--- config.mk ---
export PLATFORM = sky130hd
export DESIGN_NAME = multicycle_addsub
export DESIGN_NICKNAME = d
export VERILOG_FILES = /design/src/rtl/multicycle_addsub_pkg.sv /design/src/rtl/multicycle_addsub_rca.sv /design/src/rtl/multicycle_addsub.sv
export SDC_FILE = /design/constraint.sdc
export NUM_CORES = 1
export LEC_CHECK = 0
export ABC_AREA = 1
export BUFFER_PORTS_ARGS = -buffer_cell sky130_fd_sc_hd__buf_4
export CAP_MARGIN = 20
export CORE_AREA = 2 2 125 78
export CTS_CLUSTER_SIZE = 14
export DETAILED_ROUTE_END_ITERATION = 7
export DIE_AREA = 0 0 127 80
export GPL_ROUTABILITY_DRIVEN = 0
export GPL_TIMING_DRIVEN = 0
export PLACE_DENSITY = 0.89
export SLEW_MARGIN = 30
export SYNTH_ARGS = -nofsm -noshare
export SYNTH_HDL_FRONTEND = slang
export SYNTH_SLANG_ARGS = --single-unit
export TNS_END_PERCENT = 20
--- constraint.sdc ---
create_clock -name clk -period 15.2 [get_ports clk]
set_input_delay 3.04 -clock clk [delete_from_list [all_inputs] [get_ports clk]]
set_output_delay 3.04 -clock clk [all_outputs]
set_load 0.02 [all_outputs]
--- src/rtl/multicycle_addsub_pkg.sv ---
// Shared definitions for the multi-cycle adder/subtractor: FSM state and op encodings.
package multicycle_addsub_pkg;

    typedef enum logic [1:0] {
        IDLE = 2'b00,
        RUN  = 2'b01,
        DONE = 2'b10
    } state_t;

    localparam logic OP_ADD = 1'b0;
    localparam logic OP_SUB = 1'b1;

    function automatic int idx_width(input int nchunk);
        return (nchunk > 1) ? $clog2(nchunk) : 1;
    endfunction

endpackage

--- src/rtl/multicycle_addsub_rca.sv ---
// W-bit ripple-carry adder with carry in, built from a chain of full-adder cells.
module fulladder (
    input  logic a,
    input  logic b,
    input  logic cin,
    output logic s,
    output logic cout
);
    assign s    = a ^ b ^ cin;
    assign cout = (a & b) | (cin & (a ^ b));
endmodule

module chunk_rca #(
    parameter int W = 8
) (
    input  logic [W-1:0] a,
    input  logic [W-1:0] b,
    input  logic         cin,
    output logic [W-1:0] sum,
    output logic         cout
);
    logic [W:0] c;

    assign c[0] = cin;

    for (genvar i = 0; i < W; i++) begin : g_fa
        fulladder u_fa (
            .a    (a[i]),
            .b    (b[i]),
            .cin  (c[i]),
            .s    (sum[i]),
            .cout (c[i+1])
        );
    end

    assign cout = c[W];
endmodule

--- src/rtl/multicycle_addsub.sv ---
// Multi-cycle adder/subtractor: one CHUNK-wide slice per cycle, carry rippled through a flop,
// valid/ready on both sides, carry/overflow/zero flags captured on completion.
module multicycle_addsub
    import multicycle_addsub_pkg::*;
#(
    parameter int N     = 32,
    parameter int CHUNK = 8
) (
    input  logic         clk,
    input  logic         rst_n,
    input  logic         in_valid,
    output logic         in_ready,
    input  logic [N-1:0] a,
    input  logic [N-1:0] b,
    input  logic         sub,
    output logic         out_valid,
    input  logic         out_ready,
    output logic [N-1:0] result,
    output logic         cout,
    output logic         overflow,
    output logic         zero
);
    localparam int NCHUNK = (CHUNK >= 1) ? N / CHUNK : 1;
    localparam int IDXW   = idx_width(NCHUNK);
    localparam logic [IDXW-1:0] LAST_IDX = IDXW'(NCHUNK - 1);

    if (CHUNK < 1 || (N % CHUNK) != 0) begin : g_bad_chunk
        $error("multicycle_addsub: CHUNK must be >= 1 and divide N");
    end

    state_t            state_q, state_d;
    logic [IDXW-1:0]   idx_q, idx_d;
    logic              carry_q, carry_d;
    logic [N-1:0]      opa_q, opa_d;
    logic [N-1:0]      opb_q, opb_d;
    logic [N-1:0]      result_q, result_d;
    logic              cout_q, cout_d;
    logic              ovf_q, ovf_d;
    logic              zero_q, zero_d;

    logic [CHUNK-1:0]  a_sl, b_sl, s_sl;
    logic              c_sl;

    // A single shared adder; the operand slices are selected by the chunk index.
    assign a_sl = opa_q[int'(idx_q) * CHUNK +: CHUNK];
    assign b_sl = opb_q[int'(idx_q) * CHUNK +: CHUNK];

    chunk_rca #(.W(CHUNK)) u_rca (
        .a    (a_sl),
        .b    (b_sl),
        .cin  (carry_q),
        .sum  (s_sl),
        .cout (c_sl)
    );

    always_comb begin
        state_d  = state_q;
        idx_d    = idx_q;
        carry_d  = carry_q;
        opa_d    = opa_q;
        opb_d    = opb_q;
        result_d = result_q;
        cout_d   = cout_q;
        ovf_d    = ovf_q;
        zero_d   = zero_q;
        unique case (state_q)
            IDLE: begin
                if (in_valid) begin
                    opa_d    = a;
                    opb_d    = (sub == OP_SUB) ? ~b : b;
                    carry_d  = sub;
                    idx_d    = '0;
                    result_d = '0;
                    state_d  = RUN;
                end
            end
            RUN: begin
                result_d[int'(idx_q) * CHUNK +: CHUNK] = s_sl;
                carry_d = c_sl;
                if (idx_q == LAST_IDX) begin
                    idx_d   = '0;
                    cout_d  = c_sl;
                    zero_d  = (result_d == '0);
                    // opb_q already holds ~b for subtraction, so one rule covers both ops.
                    ovf_d   = (opa_q[N-1] == opb_q[N-1]) & (s_sl[CHUNK-1] != opa_q[N-1]);
                    state_d = DONE;
                end else begin
                    idx_d = idx_q + 1'b1;
                end
            end
            DONE: begin
                if (out_ready) begin
                    state_d = IDLE;
                end
            end
            default: state_d = IDLE;
        endcase
    end

    always_ff @(posedge clk) begin
        if (!rst_n) begin
            state_q  <= IDLE;
            idx_q    <= '0;
            carry_q  <= 1'b0;
            opa_q    <= '0;
            opb_q    <= '0;
            result_q <= '0;
            cout_q   <= 1'b0;
            ovf_q    <= 1'b0;
            zero_q   <= 1'b0;
        end else begin
            state_q  <= state_d;
            idx_q    <= idx_d;
            carry_q  <= carry_d;
            opa_q    <= opa_d;
            opb_q    <= opb_d;
            result_q <= result_d;
            cout_q   <= cout_d;
            ovf_q    <= ovf_d;
            zero_q   <= zero_d;
        end
    end

    assign in_ready  = (state_q == IDLE);
    assign out_valid = (state_q == DONE);
    assign result    = result_q;
    assign cout      = cout_q;
    assign overflow  = ovf_q;
    assign zero      = zero_q;

endmodule

### Word level (Yosys, flattened, before mapping)

Cells that the tools add are included.

| word-level totals | value |
|---|---|
| logic and storage cells | 85 |
| register bits | 104 |

| cells by class | value |
|---|---|
| mux-type cells | 13 |
| shifts and indexed selects | 4 |
| reduce and logical (&&, ||, !) cells | 7 |
| $add $sub $neg | 2 |
| equality and inequality tests | 8 |
| bitwise logic cells | 42 |

Operator list:

| kind | count |
|---|---|
| 32-bit two-way mux | 2 |
| 32-bit one-hot mux with 2 select lines | 1 |
| 32-bit by 6-bit variable part select with 8-bit output | 2 |
| 5-bit negation with 33-bit output | 1 |
| 8-bit by 33-bit variable shift with 32-bit output, first input constant | 1 |
| 8-bit by 33-bit variable part select with 32-bit output | 1 |
| 32-bit bitwise mux | 1 |
| 32-bit zero test | 1 |
| 32-bit inverter | 1 |
| 1-bit AND | 17 |
| 1-bit bitwise XOR | 16 |
| 2-bit two-way mux | 5 |
| 1-bit bitwise OR | 8 |
| 2-bit one-hot mux with 3 select lines | 1 |
| 2-bit AND reduction | 3 |
| 2-bit == test, second input constant | 2 |
| 2-bit inequality test, second input constant | 2 |
| 2-bit one-hot mux with 2 select lines | 1 |
| 3-bit AND reduction | 1 |
| 2-bit by 1-bit adder with 2-bit output, second input constant | 1 |
| 2-bit by 1-bit == test with 1-bit output, second input constant | 1 |
| 2-bit zero test | 1 |
| 2-bit by 1-bit inequality test with 1-bit output, second input constant | 1 |
| 1-bit one-hot mux with 2 select lines | 1 |
| other kinds (4) | 4 |

### Depth between registers and ports, before layout

Gate-level depths: netlist of the first run.

| depth | value |
|---|---|
| depth in word-level cells | 20 |
| depth in mapped cells | 26 |
| mapped depth without buffers | 23 |

### Hierarchy

A second synthesis of the first run with hierarchy kept.

| unflattened totals | value |
|---|---|
| cell total of the unflattened synthesis | 757 |
| area, all modules | 5462.7 µm² |

Modules (own cells, without submodules):

| module | sequential area each (µm²) | times used | area each (µm²) | cells each |
|---|---|---|---|---|
| multicycle_addsub | 2082.0 | 1 | 5302.6 | 749 |
| fulladder | 0.0 | 8 | 20.0 | 1 |

### Worst setup path before layout of the first run

OpenSTA, ideal clock, no wires.

| timing | value |
|---|---|
| path type | flip-flop to flip-flop |
| start | register idx_q[0] |
| end | register zero_q, in the netlist zero |
| cell stages (with the launch flop) | 26 |
| required time | 15130 ps |
| library setup time | 70 ps |
| setup slack | 10156 ps |
| data arrival time | 4974 ps |
| clock period less this slack | 5044 ps |
| cells stage by stage | dfxtp_1 buf_2 buf_2 buf_2 nand2_1 a32o_1 fa_1 fa_1 fa_1 fa_1 fa_1 inv_1 fa_1 inv_1 fa_1 inv_1 fa_1 nand2_1 nor2_1 a21boi_0 nand2_1 nor2_1 nand2_1 nor2_1 nand2_1 a21oi_1 |

| on the way | value |
|---|---|
| longest elaborated chain between the ends | 20 |
| elaborated cells between the ends (all ways) | 46 |
| classes of those cells | 1 x add/sub; 1 x eq/ne; 4 x shift; 1 x mux; 37 x bitwise; 2 x reduce/logical |

RTL lines:

| what | line | text |
|---|---|---|
| start, declared | multicycle_addsub.sv:32 | `logic [IDXW-1:0] idx_q, idx_d;` |
| start signal, assigned | multicycle_addsub.sv:113 | `idx_q <= idx_d;` |
| 32-bit by 6-bit variable part select with 8-bit output, on equally long branches | multicycle_addsub.sv:45, multicycle_addsub.sv:46 |  |
| 1-bit bitwise XOR | multicycle_addsub_rca.sv:9, multicycle_addsub_rca.sv:10 |  |
| 1-bit AND | multicycle_addsub_rca.sv:10 | `assign cout = (a & b) \| (cin & (a ^ b));` |
| 1-bit bitwise OR | multicycle_addsub_rca.sv:10 |  |
| 1-bit AND | multicycle_addsub_rca.sv:10 |  |
| 1-bit bitwise OR | multicycle_addsub_rca.sv:10 |  |
| 1-bit AND | multicycle_addsub_rca.sv:10 |  |
| 1-bit bitwise OR | multicycle_addsub_rca.sv:10 |  |
| [4 not listed] | - |  |
| 1-bit AND | multicycle_addsub_rca.sv:10 |  |
| 1-bit bitwise OR | multicycle_addsub_rca.sv:10 |  |
| 1-bit AND | multicycle_addsub_rca.sv:10 |  |
| 1-bit bitwise OR | multicycle_addsub_rca.sv:10 |  |
| 1-bit bitwise XOR | multicycle_addsub_rca.sv:9 | `assign s = a ^ b ^ cin;` |
| 8-bit by 33-bit variable part select with 32-bit output | multicycle_addsub.sv:78 | `result_d[int'(idx_q) * CHUNK +: CHUNK] = s_sl;` |
| 32-bit bitwise mux | multicycle_addsub.sv:78 |  |
| 32-bit zero test | multicycle_addsub.sv:83 | `zero_d = (result_d == '0);` |
| end signal, assigned | multicycle_addsub.sv:120 | `zero_q <= zero_d;` |
| end, declared | multicycle_addsub.sv:39 | `logic zero_q, zero_d;` |

Several ways; a longest one is shown, not always the timed one.
A chain may end at the register's enable or synchronous reset.

### Worst setup path in the final report of the first run

Same ends and word-level chain as after synthesis.

==> key figures, run 1 <==
Status
  – Outcome: completed

Worst setup path
  – Largest fanout on the critical path: 10
  – Startpoint Class: flop
  – Critical path class: reg -> reg
  – Critical Path AT: approximately 6300 ps
  – Cell family with most CP delay: adder cells
  – Worst Setup End Kind: flop
  – Max incr delay on CP: 470 ps
  – Slowest CP cell: fa_1
  – Crit path required time: ~15000 ps
  – Cell repeated most along the worst path: fa_1
  – WP buf/inv: 6
  – R2R setup slack: 9180 ps

Synthesis
  – Synthesized cell area: 0.005300 sq mm
  – Syn_area_per_cell: between 7 and 8 sq um
  – Most frequent cell after synthesis: nor2_1
  – Synth Register Bits: 104
  – Yosys top cell area share: 0.3928
  – Cells after synthesis: 753
  – Top cell type by total area after synthesis: dfxtp_1
  – Synth unique cells: 28
  – Post-synthesis async set-or-reset flop share: 0
  – Warnings, synthesis: 0
  – EDFF count, synth: 0
  – Synthesized Nets: about 840
  – Main synth FF type: dfxtp_1
  – Largest cells by area after synthesis: dfxtp_1 39%, nor2_1 11%, nand2_1 8.6%, o21ai_0 8.1%, a21oi_1 5.9%
  – Post-synth top cells: 157 x nor2_1, 121 x nand2_1, 104 x dfxtp_1
  – Sequential element share of the synthesized area: 0.3928

GRT
  – Pin count of the biggest net entering global routing: 16
  – GRT Total Usage: 0.3177
  – First-pass GRT wire length: 25160 microns
  – GR Overflow Total: 0
  – Initial antenna violation count: 0
  – Number of global-route vias before repair: 5237

Worst hold path
  – Hold Crit Class: reg -> reg

Route
  – WL/cell: 16.03 microns
  – DRC Markers: 0
  – DR iter-0 viols: 745
  – Detailed-route via count: 5681
  – Detail Route Antenna Nets: 0
  – Drt via density: 5.744
  – Detailed-route wire length: 15850 microns
  – DR pass1 iterations: 5

STA
  – Worst Skew: between 6 and 7 ps
  – Setup-failing EPs final: 0
  – Hold Fails Final Rpt: 0
  – Max Clk Rate: 166.1 MHz
  – RSZ-0062 raised after global routing: false
  – Tightest Pin Transition: 609.0 ps
  – WHS: approximately 450 ps
  – Final worst path period need: 6020 ps
  – Final worst-path cycle share: 0.3961
  – Slew HR: 0.5940
  – Fin Setup TNS: 0 ps
  – Max Slew Vio Count: 0

Clocking
  – Worst-path clk slew: roughly 70 ps
  – CTS tree: yes
  – CTS Hold Bufs: 0
  – Cts bufs inserted: 9
  – Setup Fix Bufs, Post-CTS: 0
  – CTS max path bufs: 2
  – Skew-Pair Late Insertion Delay: around 350 ps
  – Clock Sinks: 104
  – Post-CTS sizing: 0
  – Max H-tree Level: 3
  – Clock root buffer: clkbuf_16

Cells and area
  – Inserted Diodes: 0
  – Layout net count: 951
  – Filler instances: 677
  – Layout area overhead: 22.88%
  – Proportion of layout cells with a drive suffix above 1: 0.1707
  – Sequential standard cell area: 0.002082 sq mm
  – Post-layout util: 0.7247
  – Multi-input gate area: between 0.002 and 0.003 sq mm

Die
  – Initial Utilization: 0.5898
  – Core area: 0.008986 sq mm
  – DIE WIDTH: 127 microns
  – Number of cell rows: 27
  – Ports: approximately 110
  – Chip height: 80 microns
  – Die Area: 0.01016 sq mm

Placed design
  – Port bufs: between 100 and 150
  – Dpl hpwl: 11860 microns

Power and ir drop
  – P_leak: 2.773 nW
  – Worst VDD drop: 0.00006357 V
  – Power per Cell Area: 104.0 mW/mm^2

Job
  – MaxCap Viol Count: 0
[registers in the layout, summed over array words and instances, names as in the netlist]
name	cells
cout	1
opb_q	32
result	32
opa_q	32
state_q	2
overflow	1
carry_q	1
idx_q	2
zero	1
[logic make-up (layout without fill, tap and decap cells)]
family | Yosys count | after routing | synth area share
buffers and inverters | 111 | 231 | 0.08357
DFF | 104 | 104 | 0.3928
adders and majority gates | 14 | 14 | 0.04438
AOI/OAI and AO/OA | 193 | 193 | 0.2059
xor gates and xnor gates | 32 | 32 | 0.05288
and+or+nand+nor | 299 | 299 | 0.2205
[metal layers]
layer | vias up | track usage | wire length, microns
met5 | - | 0 | 0
met4 | 0 | 0.1066 | 355
met3 | 38 | 0.1119 | 2088
met2 | 387 | 0.4801 | 6638
met1 | 2590 | 0.4246 | 6768
li1 | 2666 | - | -
[power breakdown]
| group | switching (mW) | leakage, nW | internal, mW |
|---|---|---|---|
| Sequential | 0.00971 | 0.854 | 0.290 |
| Combinational | 0.0970 | 1.78 | 0.0564 |
| Clock | 0.0999 | 0.139 | 0.124 |
| Total | 0.207 | 2.77 | 0.471 |
[tightest hold or removal path: stages, from the launching register on]
cell and delay (ps):
dfxtp_1 300, inv_1 60, a21oi_1 50
[cells in the final DEF, fill, tap and decap left out, drive strengths merged]
cell,count
clkbuf,39
xnor2,19
a22oi,2
a21oi,63
nand4,8
o21a,2
o22ai,5
a32o,6
clkinv,1
buf,127
xor2,13
nand2,123
a211oi,19
dfxtp,104
nor2,159
inv,63
a2bb2oi,6
o21ai,86
a31oi,1
nand3,9
fa,8
clkinvlp,1
a21boi,3
ha,6
[path summary, 6_finish.rpt]
kind,start,endpoint,cells past startpoint
hold reg to reg,opb_q[4],opb_q[4],2
setup / recovery,idx_q[0],zero,26
hold / removal,opb_q[4],opb_q[4],2
setup reg to reg,idx_q[0],zero,26
[through the flow]
stage | setup WS (ps) | instances | area, sq um | power [mW]
3_3_place_gp | 9660 | 973 | 6226 | 0.4448
3_5_place_dp | 9481 | 973 | 6226 | 0.4515
6_report | 9180 | 989 | 6513 | 0.6773
5_1_grt | 8963 | 989 | 6513 | 0.7030
2_1_floorplan | 10160 | 753 | 5300 | 0.3993
4_1_cts | 9375 | 989 | 6513 | 0.6711
[layout make-up]
type / instances / area share
well taps: 116 / 0.02229
repair buffers: 104 / 0.1199
plain buffers: 48 / 0.03170
clock buffers: 14 / 0.04207
multi-input cells: 538 / 0.4261
flip-flops and latches: 104 / 0.3197
inverters: 63 / 0.03631
clock inverters: 2 / 0.001921
Note: power is estimated with default switching activity, not from simulation.
==> inputs of run 2 (changes only) <==
--- a/config.mk
+++ b/config.mk
@@ -8,13 +8,13 @@
 export ABC_AREA = 1
 export BUFFER_PORTS_ARGS = -buffer_cell sky130_fd_sc_hd__buf_4
 export CAP_MARGIN = 20
-export CORE_AREA = 2 2 125 78
+export CORE_AREA = 2 2 136 85
 export CTS_CLUSTER_SIZE = 14
 export DETAILED_ROUTE_END_ITERATION = 7
-export DIE_AREA = 0 0 127 80
+export DIE_AREA = 0 0 138 87
 export GPL_ROUTABILITY_DRIVEN = 0
 export GPL_TIMING_DRIVEN = 0
-export PLACE_DENSITY = 0.89
+export PLACE_DENSITY = 0.8
 export SLEW_MARGIN = 30
 export SYNTH_ARGS = -nofsm -noshare
 export SYNTH_HDL_FRONTEND = slang
==> constraint.sdc (replaced) <==
create_clock -name clk -period 5 [get_ports clk]
set_input_delay 1 -clock clk [delete_from_list [all_inputs] [get_ports clk]]
set_output_delay 1 -clock clk [all_outputs]
set_load 0.02 [all_outputs]
==> run 2 against run 1 <==
The flow now finishes with violations (negative setup slack). Clock power grew to 3.1 times the previous value. Hold slack gained 2.6 ps. Flip-flop and latch count unchanged. Setup slack got worse by 9200 ps. Global-route usage fell by 6.4 points. Design area grew 3.1%. Maximum frequency grew 20%. Wire length is 2.8% lower. Combinational power rose to 3.2 times the previous value. Sequential power rose to 3.1 times the previous value.
==> key figures, run 2 (same netlist as run 1, synthesis figures left out) <==
Status
  – Outcome: complete, but fails checks (was completed)
  – Failing checks: negative setup slack

Placed design
  – Dpl hpwl: 11420 microns (was 11860 microns)
  – Port bufs: 104 (unchanged)
  – Dpl cell area: 0.006266 sq mm (was 0.006226 sq mm)

Worst setup path
  – Critical path class: reg -> reg (unchanged)
  – Critical Path AT: 5280 ps (was 6300 ps)
  – Cell family with most CP delay: adder cells (unchanged)
  – Reg2Reg Launch Point: idx_q[0] (unchanged)
  – FF-to-FF End: zero (unchanged)
  – Crit. Startpoint: idx_q[0] (unchanged)
  – Slowest CP cell: fa_2 (was fa_1)
  – WP buf/inv: 7 (was 6)
  – Worst Setup End Kind: flop (unchanged)
  – Largest fanout on the critical path: 10 (unchanged)
  – R2R cell count: 25 (was 26)
  – R2R setup slack: -1 ps (was 9180 ps)
  – Startpoint Class: flop (unchanged)
  – Cell repeated most along the worst path: fa_2 (was fa_1)
  – Crit path required time: 5280 ps (was 15480 ps)
  – Critical Path Stages: 25 (was 26)
  – Max incr delay on CP: 450 ps (was 470 ps)

Die
  – Number of cell rows: 30 (was 27)
  – DIE WIDTH: 138 microns (was 127 microns)
  – Initial Utilization: 0.4869 (was 0.5898)
  – Die Area: 0.01201 sq mm (was 0.01016 sq mm)
  – Chip height: 87 microns (was 80 microns)
  – Ports: 106 (unchanged)
  – Core area: 0.01089 sq mm (was 0.008986 sq mm)

STA
  – Final worst path period need: 5001 ps (was 6020 ps)
  – Final worst-path cycle share: 1.000 (was 0.3961)
  – Max Clk Rate: 200.0 MHz (was 166.1 MHz)
  – WHS: 455.8 ps (was 453.1 ps)
  – Worst Skew: 7.210 ps (was 6.050 ps)
  – Hold Fails Final Rpt: 0 (unchanged)
  – Post-route setup slack: -1.234 ps (was 9180 ps)
  – Max Slew Vio Count: 0 (unchanged)
  – Slew HR: 0.6043 (was 0.5940)
  – Setup-failing EPs final: 1 (was 0)
  – RSZ-0062 raised after global routing: true (was false)
  – Tightest Pin Transition: 593.6 ps (was 609.0 ps)
  – Fin Setup TNS: -1.234 ps (was 0 ps)

Power and ir drop
  – Seq pwr share: 0.435 (was 0.442)
  – Worst VDD drop: 0.0001748 V (was 0.00006357 V)
  – Internal power: 1.472 mW (was 0.4706 mW)
  – Logic pwr share: 0.231 (was 0.227)
  – P_leak: 2.846 nW (was 2.773 nW)
  – Sw Ratio: 0.3013 (was 0.3051)
  – Power per Cell Area: 313.8 mW/mm^2 (was 104.0 mW/mm^2)
  – Clock network power share: 0.335 (was 0.331)
  – Switching pwr: 0.6347 mW (was 0.2066 mW)

Route
  – Detailed-route wire length: 15400 microns (was 15850 microns)
  – Detail Route Antenna Nets: 0 (unchanged)
  – Detailed-route via count: 5436 (was 5681)
  – Drt via density: 5.303 (was 5.744)
  – DRC Markers: 0 (unchanged)
  – DR pass1 iterations: 5 (unchanged)
  – DR iter-0 viols: 537 (was 745)
  – WL/cell: 15.03 microns (was 16.03 microns)

Clocking
  – Max H-tree Level: 3 (unchanged)
  – Clock root buffer: clkbuf_16 (unchanged)
  – CTS tree: yes (unchanged)
  – CTS max path bufs: 2 (unchanged)
  – Skew-Pair Late Insertion Delay: 350 ps (about the same)
  – Worst-path clk slew: 70 ps (about the same)
  – Cts bufs inserted: 9 (unchanged)
  – Clock Sinks: 104 (unchanged)

GRT
  – Initial antenna violation count: 0 (unchanged)
  – GRT Total Usage: 0.2535 (was 0.3177)
  – GR Overflow Total: 0 (unchanged)
  – Number of global-route vias before repair: 4875 (was 5237)
  – First-pass GRT wire length: 24180 microns (was 25160 microns)
  – Pin count of the biggest net entering global routing: 16 (unchanged)

Cells and area
  – Fin area: 0.006714 sq mm (was 0.006513 sq mm)
  – Filler instances: 984 (was 677)
  – Commonest non-fill, non-tap cells in the layout: 156 x nor2_1, 120 x nand2_1, 113 x buf_4, 102 x dfxtp_1, 85 x o21ai_0 (was 157 x nor2_1, 121 x nand2_1, 104 x dfxtp_1, 104 x buf_4, 86 x o21ai_0)
  – Layout net count: 959 (was 951)
  – Commonest non-fill, non-tap cell in the layout: nor2_1 (unchanged)
  – Layout area overhead: 26.68% (was 22.88%)
  – Sequential standard cell area: 0.002087 sq mm (was 0.002082 sq mm)
  – Multi-input gate area: 0.002811 sq mm (was 0.002775 sq mm)
  – Proportion of layout cells with a drive suffix above 1: 0.2057 (was 0.1707)

Worst hold path
  – Hold path depth: 2 (unchanged)
  – Hold Path Origin: opb_q[4] (unchanged)
  – Worst Hold End: opb_q[4] (unchanged)
  – Hold Crit Class: reg -> reg (unchanged)

Job
  – MaxCap Viol Count: 0 (unchanged)
-- run 2: cell types whose count changed in the layout (fill, tap and decap cells not counted), moves of 4 or more --
cell,change
buf_4,+9
fa_1,-8
fa_2,+8
clkbuf_1,-5
inv_1,-4
-- run 2: per-stage QoR --
step | worst slack (ps) | util | total power [mW] | cells
final | -1.234 | 0.6168 | 2.107 | 1025
after global routing | -177.3 | 0.6166 | 2.195 | 1024
after CTS | 3.808 | 0.6106 | 2.076 | 1020
after detailed placement | -469.2 | 0.5756 | 1.372 | 1001
after global placement | -387.6 | 0.5756 | 1.362 | 1001
after floorplan | 43.24 | - | 1.215 | 753
-- run 2: tightest hold or removal path: cells and delay by family, from the launching register on --
kind            cells  cell delay (ps)
buf+inv             1               60
compound gates      1               50
flops               1              300
-- run 2: area by class of cell --
| type | count | area share |
|---|---|---|
| tap | 144 | 0.02684 |
| timing repair buffer | 113 | 0.1264 |
| antenna | 1 | 0.0003727 |
| inverter | 63 | 0.03597 |
| sequential | 104 | 0.3108 |
| clock buffer | 12 | 0.03671 |
| buffer | 47 | 0.03783 |
| multi-input combinational | 538 | 0.4187 |
| clock inverter | 3 | 0.006336 |
-- run 2: power by group through the flow --
stage               Sequential (mW)  Combinational [mW]  Clock [mW]
floorplan                     0.924               0.291           0
global placement              0.929               0.433           0
detailed placement            0.930               0.442           0
CTS                           0.912               0.460       0.704
global route                  0.919               0.535       0.740
finish                        0.915               0.486       0.705
-- run 2: how the worst max path moves through the flow --
stage / endpoint / slack [ps]
after floorplan: zero / 40
after detailed placement: zero / -470
final: zero / -1
after global routing: zero / -180
after CTS: zero / 4
after global placement: zero / -390
-- run 2: per-layer routing --
metal | vias to the layer above | share of wire | track usage
li1 | 2687 | - | -
met1 | 2475 | 0.48 | 0.3789
met2 | 253 | 0.41 | 0.3555
met3 | 21 | 0.10 | 0.06707
met4 | 0 | 0.0095 | 0.07607
met5 | - | 0 | 0
-- run 2: what timing repair did --
item	in CTS	in global routing
resized for setup	25	19
endpoints found under the setup margin	5	4
setup buffers	4	5
pin swaps	2	8
hold buffers	0	0
==> inputs of run 3 (changes only) <==
--- a/config.mk
+++ b/config.mk
@@ -15,6 +15,7 @@
 export GPL_ROUTABILITY_DRIVEN = 0
 export GPL_TIMING_DRIVEN = 0
 export PLACE_DENSITY = 0.8
+export SETUP_SLACK_MARGIN = 0.5
 export SLEW_MARGIN = 30
 export SYNTH_ARGS = -nofsm -noshare
 export SYNTH_HDL_FRONTEND = slang
==> run 3 against run 2 <==
The flow now finishes without violations. Die area stayed put. Critical path depth is 1 lower. Sequential power hardly changed. Utilization is 0.20 points lower. Clock-buffer cell count is 1 higher. Power is 2.2% lower. Wire length is 1.8% higher. Non-clock buffer count stayed put. Via count is 0.46% higher. Highest routed layer unchanged.
==> key figures, run 3 (same netlist as run 1, synthesis figures left out) <==
Die
  – Die Area: 0.01201 sq mm (unchanged)
  – DIE WIDTH: 138 microns (unchanged)
  – Number of cell rows: 30 (unchanged)
  – Chip height: 87 microns (unchanged)
  – Core area: 0.01089 sq mm (unchanged)
  – Ports: 106 (unchanged)
  – Initial Utilization: 0.4869 (unchanged)

Power and ir drop
  – Logic pwr share: 0.237 (was 0.231)
  – P_leak: 2.832 nW (was 2.846 nW)
  – Power per Cell Area: 307.9 mW/mm^2 (was 313.8 mW/mm^2)
  – Switching pwr: 0.6375 mW (was 0.6347 mW)
  – Internal power: 1.423 mW (was 1.472 mW)
  – Sw Ratio: 0.3094 (was 0.3013)
  – Worst VDD drop: 0.0002039 V (was 0.0001748 V)
  – Seq pwr share: 0.443 (was 0.435)
  – Clock network power share: 0.320 (was 0.335)

Job
  – MaxCap Viol Count: 0 (unchanged)

Cells and area
  – Proportion of layout cells with a drive suffix above 1: 0.2020 (was 0.2057)
  – Inserted Diodes: 0 (was 1)
  – Commonest non-fill, non-tap cells in the layout: 157 x nor2_1, 120 x nand2_1, 112 x buf_4, 102 x dfxtp_1, 84 x o21ai_0 (was 156 x nor2_1, 120 x nand2_1, 113 x buf_4, 102 x dfxtp_1, 85 x o21ai_0)
  – Layout net count: 959 (unchanged)
  – Fin area: 0.006693 sq mm (was 0.006714 sq mm)
  – Commonest non-fill, non-tap cell in the layout: nor2_1 (unchanged)
  – Layout area overhead: 26.27% (was 26.68%)

STA
  – Post-route setup slack: 35.76 ps (was -1.234 ps)
  – RSZ-0062 raised after global routing: true (unchanged)
  – Max Clk Rate: 201.4 MHz (was 200.0 MHz)
  – Tightest Pin Transition: 577.8 ps (was 593.6 ps)
  – Max Slew Vio Count: 0 (unchanged)
  – Final worst-path cycle share: 0.9928 (was 1.000)
  – Hold Fails Final Rpt: 0 (unchanged)
  – Worst Skew: 8.096 ps (was 7.210 ps)
  – Setup-failing EPs final: 0 (was 1)
  – Slew HR: 0.6148 (was 0.6043)
  – Final worst path period need: 4964 ps (was 5001 ps)

Placed design
  – Dpl cell area: 0.006301 sq mm (was 0.006266 sq mm)
  – Post-Place Setup Slack: -202.4 ps (was -469.2 ps)
  – Dpl hpwl: 11590 microns (was 11420 microns)
  – Port bufs: 104 (unchanged)

Worst setup path
  – Crit path required time: 5280 ps (about the same)
  – Critical path class: reg -> reg (unchanged)
  – Critical Path AT: 5250 ps (was 5280 ps)
  – R2R setup slack: 40 ps (was -1 ps)
  – Largest fanout on the critical path: 10 (unchanged)
  – Startpoint Class: flop (unchanged)
  – Worst Setup End Kind: flop (unchanged)

Clocking
  – CTS tree: yes (unchanged)
  – CTS max path bufs: 2 (unchanged)
  – Worst-path clk slew: 70 ps (about the same)
  – Max H-tree Level: 3 (unchanged)
  – Clock Sinks: 104 (unchanged)
  – Cts bufs inserted: 9 (unchanged)
  – Skew-Pair Late Insertion Delay: 350 ps (about the same)
  – CTS Hold Bufs: 0 (unchanged)
  – Clock root buffer: clkbuf_16 (unchanged)

Route
  – DR pass1 iterations: 5 (unchanged)
  – Detail Route Antenna Nets: 0 (unchanged)
  – DR iter-0 viols: 667 (was 537)
  – Detailed-route wire length: 15680 microns (was 15400 microns)
  – Drt via density: 5.328 (was 5.303)
  – Detailed-route via count: 5461 (was 5436)
  – DRC Markers: 0 (unchanged)
  – WL/cell: 15.30 microns (was 15.03 microns)

GRT
  – GR Overflow Total: 0 (unchanged)
  – Initial antenna violation count: 0 (unchanged)
  – First-pass GRT wire length: 24670 microns (was 24180 microns)
  – Pin count of the biggest net entering global routing: 16 (unchanged)
  – GRT Total Usage: 0.2585 (was 0.2535)
  – Number of global-route vias before repair: 4799 (was 4875)

Worst hold path
  – Hold Crit Class: reg -> reg (unchanged)

Status
  – Outcome: completed (was complete, but fails checks)
==> run 3: cell types whose count changed in the layout (fill, tap and decap cells not counted), sizes merged <==
cell    before  now
clkinv       1    2
buf        136  134
bufinv       1    0
diode        1    0
clkbuf      36   39
==> run 3: final cells by class <==
class	count	area (sq um)
Clock buffer	13	250.2
Buffer	48	262.8
Sequential cell	104	2087
Multi-Input combinational cell	538	2815
Clock inverter	3	17.52
Inverter	63	239.0
Fill cell	1016	4193
Timing Repair Buffer	112	840.8
Tap cell	144	180.2
==> run 3: critical path, cell delays in order (launching register included) <==
cell and delay, ps:
dfxtp_4 360, buf_6 130, clkbuf_1 240, o21ai_2 230
a21oi_1 130, fa_2 370, fa_2 340, fa_2 360
fa_2 350, fa_2 340, inv_2 60, fa_1 150
inv_1 50, fa_2 330, inv_2 70, fa_2 470
nand2_2 100, nor2_1 60, a21boi_1 190, nand2_1 90
nor2_1 110, nand2_1 60, nor2_1 100, nand2_1 70
a21oi_1 130
==> run 3: power by group through the flow <==
stage	clock network, mW	registers (mW)	logic (mW)
4_1_cts	0.659	0.910	0.469
3_3_place_gp	0	0.928	0.447
3_5_place_dp	0	0.929	0.452
5_1_grt	0.690	0.916	0.537
2_1_floorplan	0	0.924	0.297
6_report	0.659	0.912	0.489
==> run 3: worst paths after layout <==
kind	cells after the start	end	start
worst min register to register	2	opb_q[2]	opb_q[2]
worst max register to register	24	zero	idx_q[0]
worst min-delay path	2	opb_q[2]	opb_q[2]
worst max-delay path	24	zero	idx_q[0]
==> run 3: timing repair <==
item / in CTS / in global routing
resized for setup: 16 / 10
setup buffers: 8 / 0
pin swaps: 2 / 6
setup endpoints to repair: 6 / 7
==> run 3: per-layer routing <==
layer,routed length (microns),GRT usage,vias to the layer above,share of wire
met3,1824,0.06487,22,0.12
li1,-,-,2678,-
met4,189,0.06308,0,0.012
met2,6072,0.3551,306,0.39
met1,7594,0.3992,2455,0.48
met5,0,0,-,0
==> run 3: metrics by stage <==
stage,power (mW),util,cells,hold slack [ps],setup TNS (ps)
after CTS,2.039,0.6125,1025,453.9,0
after global placement,1.375,0.5789,1001,440.6,-166.6
final,2.061,0.6148,1025,453.3,0
after global routing,2.144,0.6148,1025,482.8,-157.7
after detailed placement,1.381,0.5789,1001,443.9,-202.4
after floorplan,1.221,-,753,424.5,0
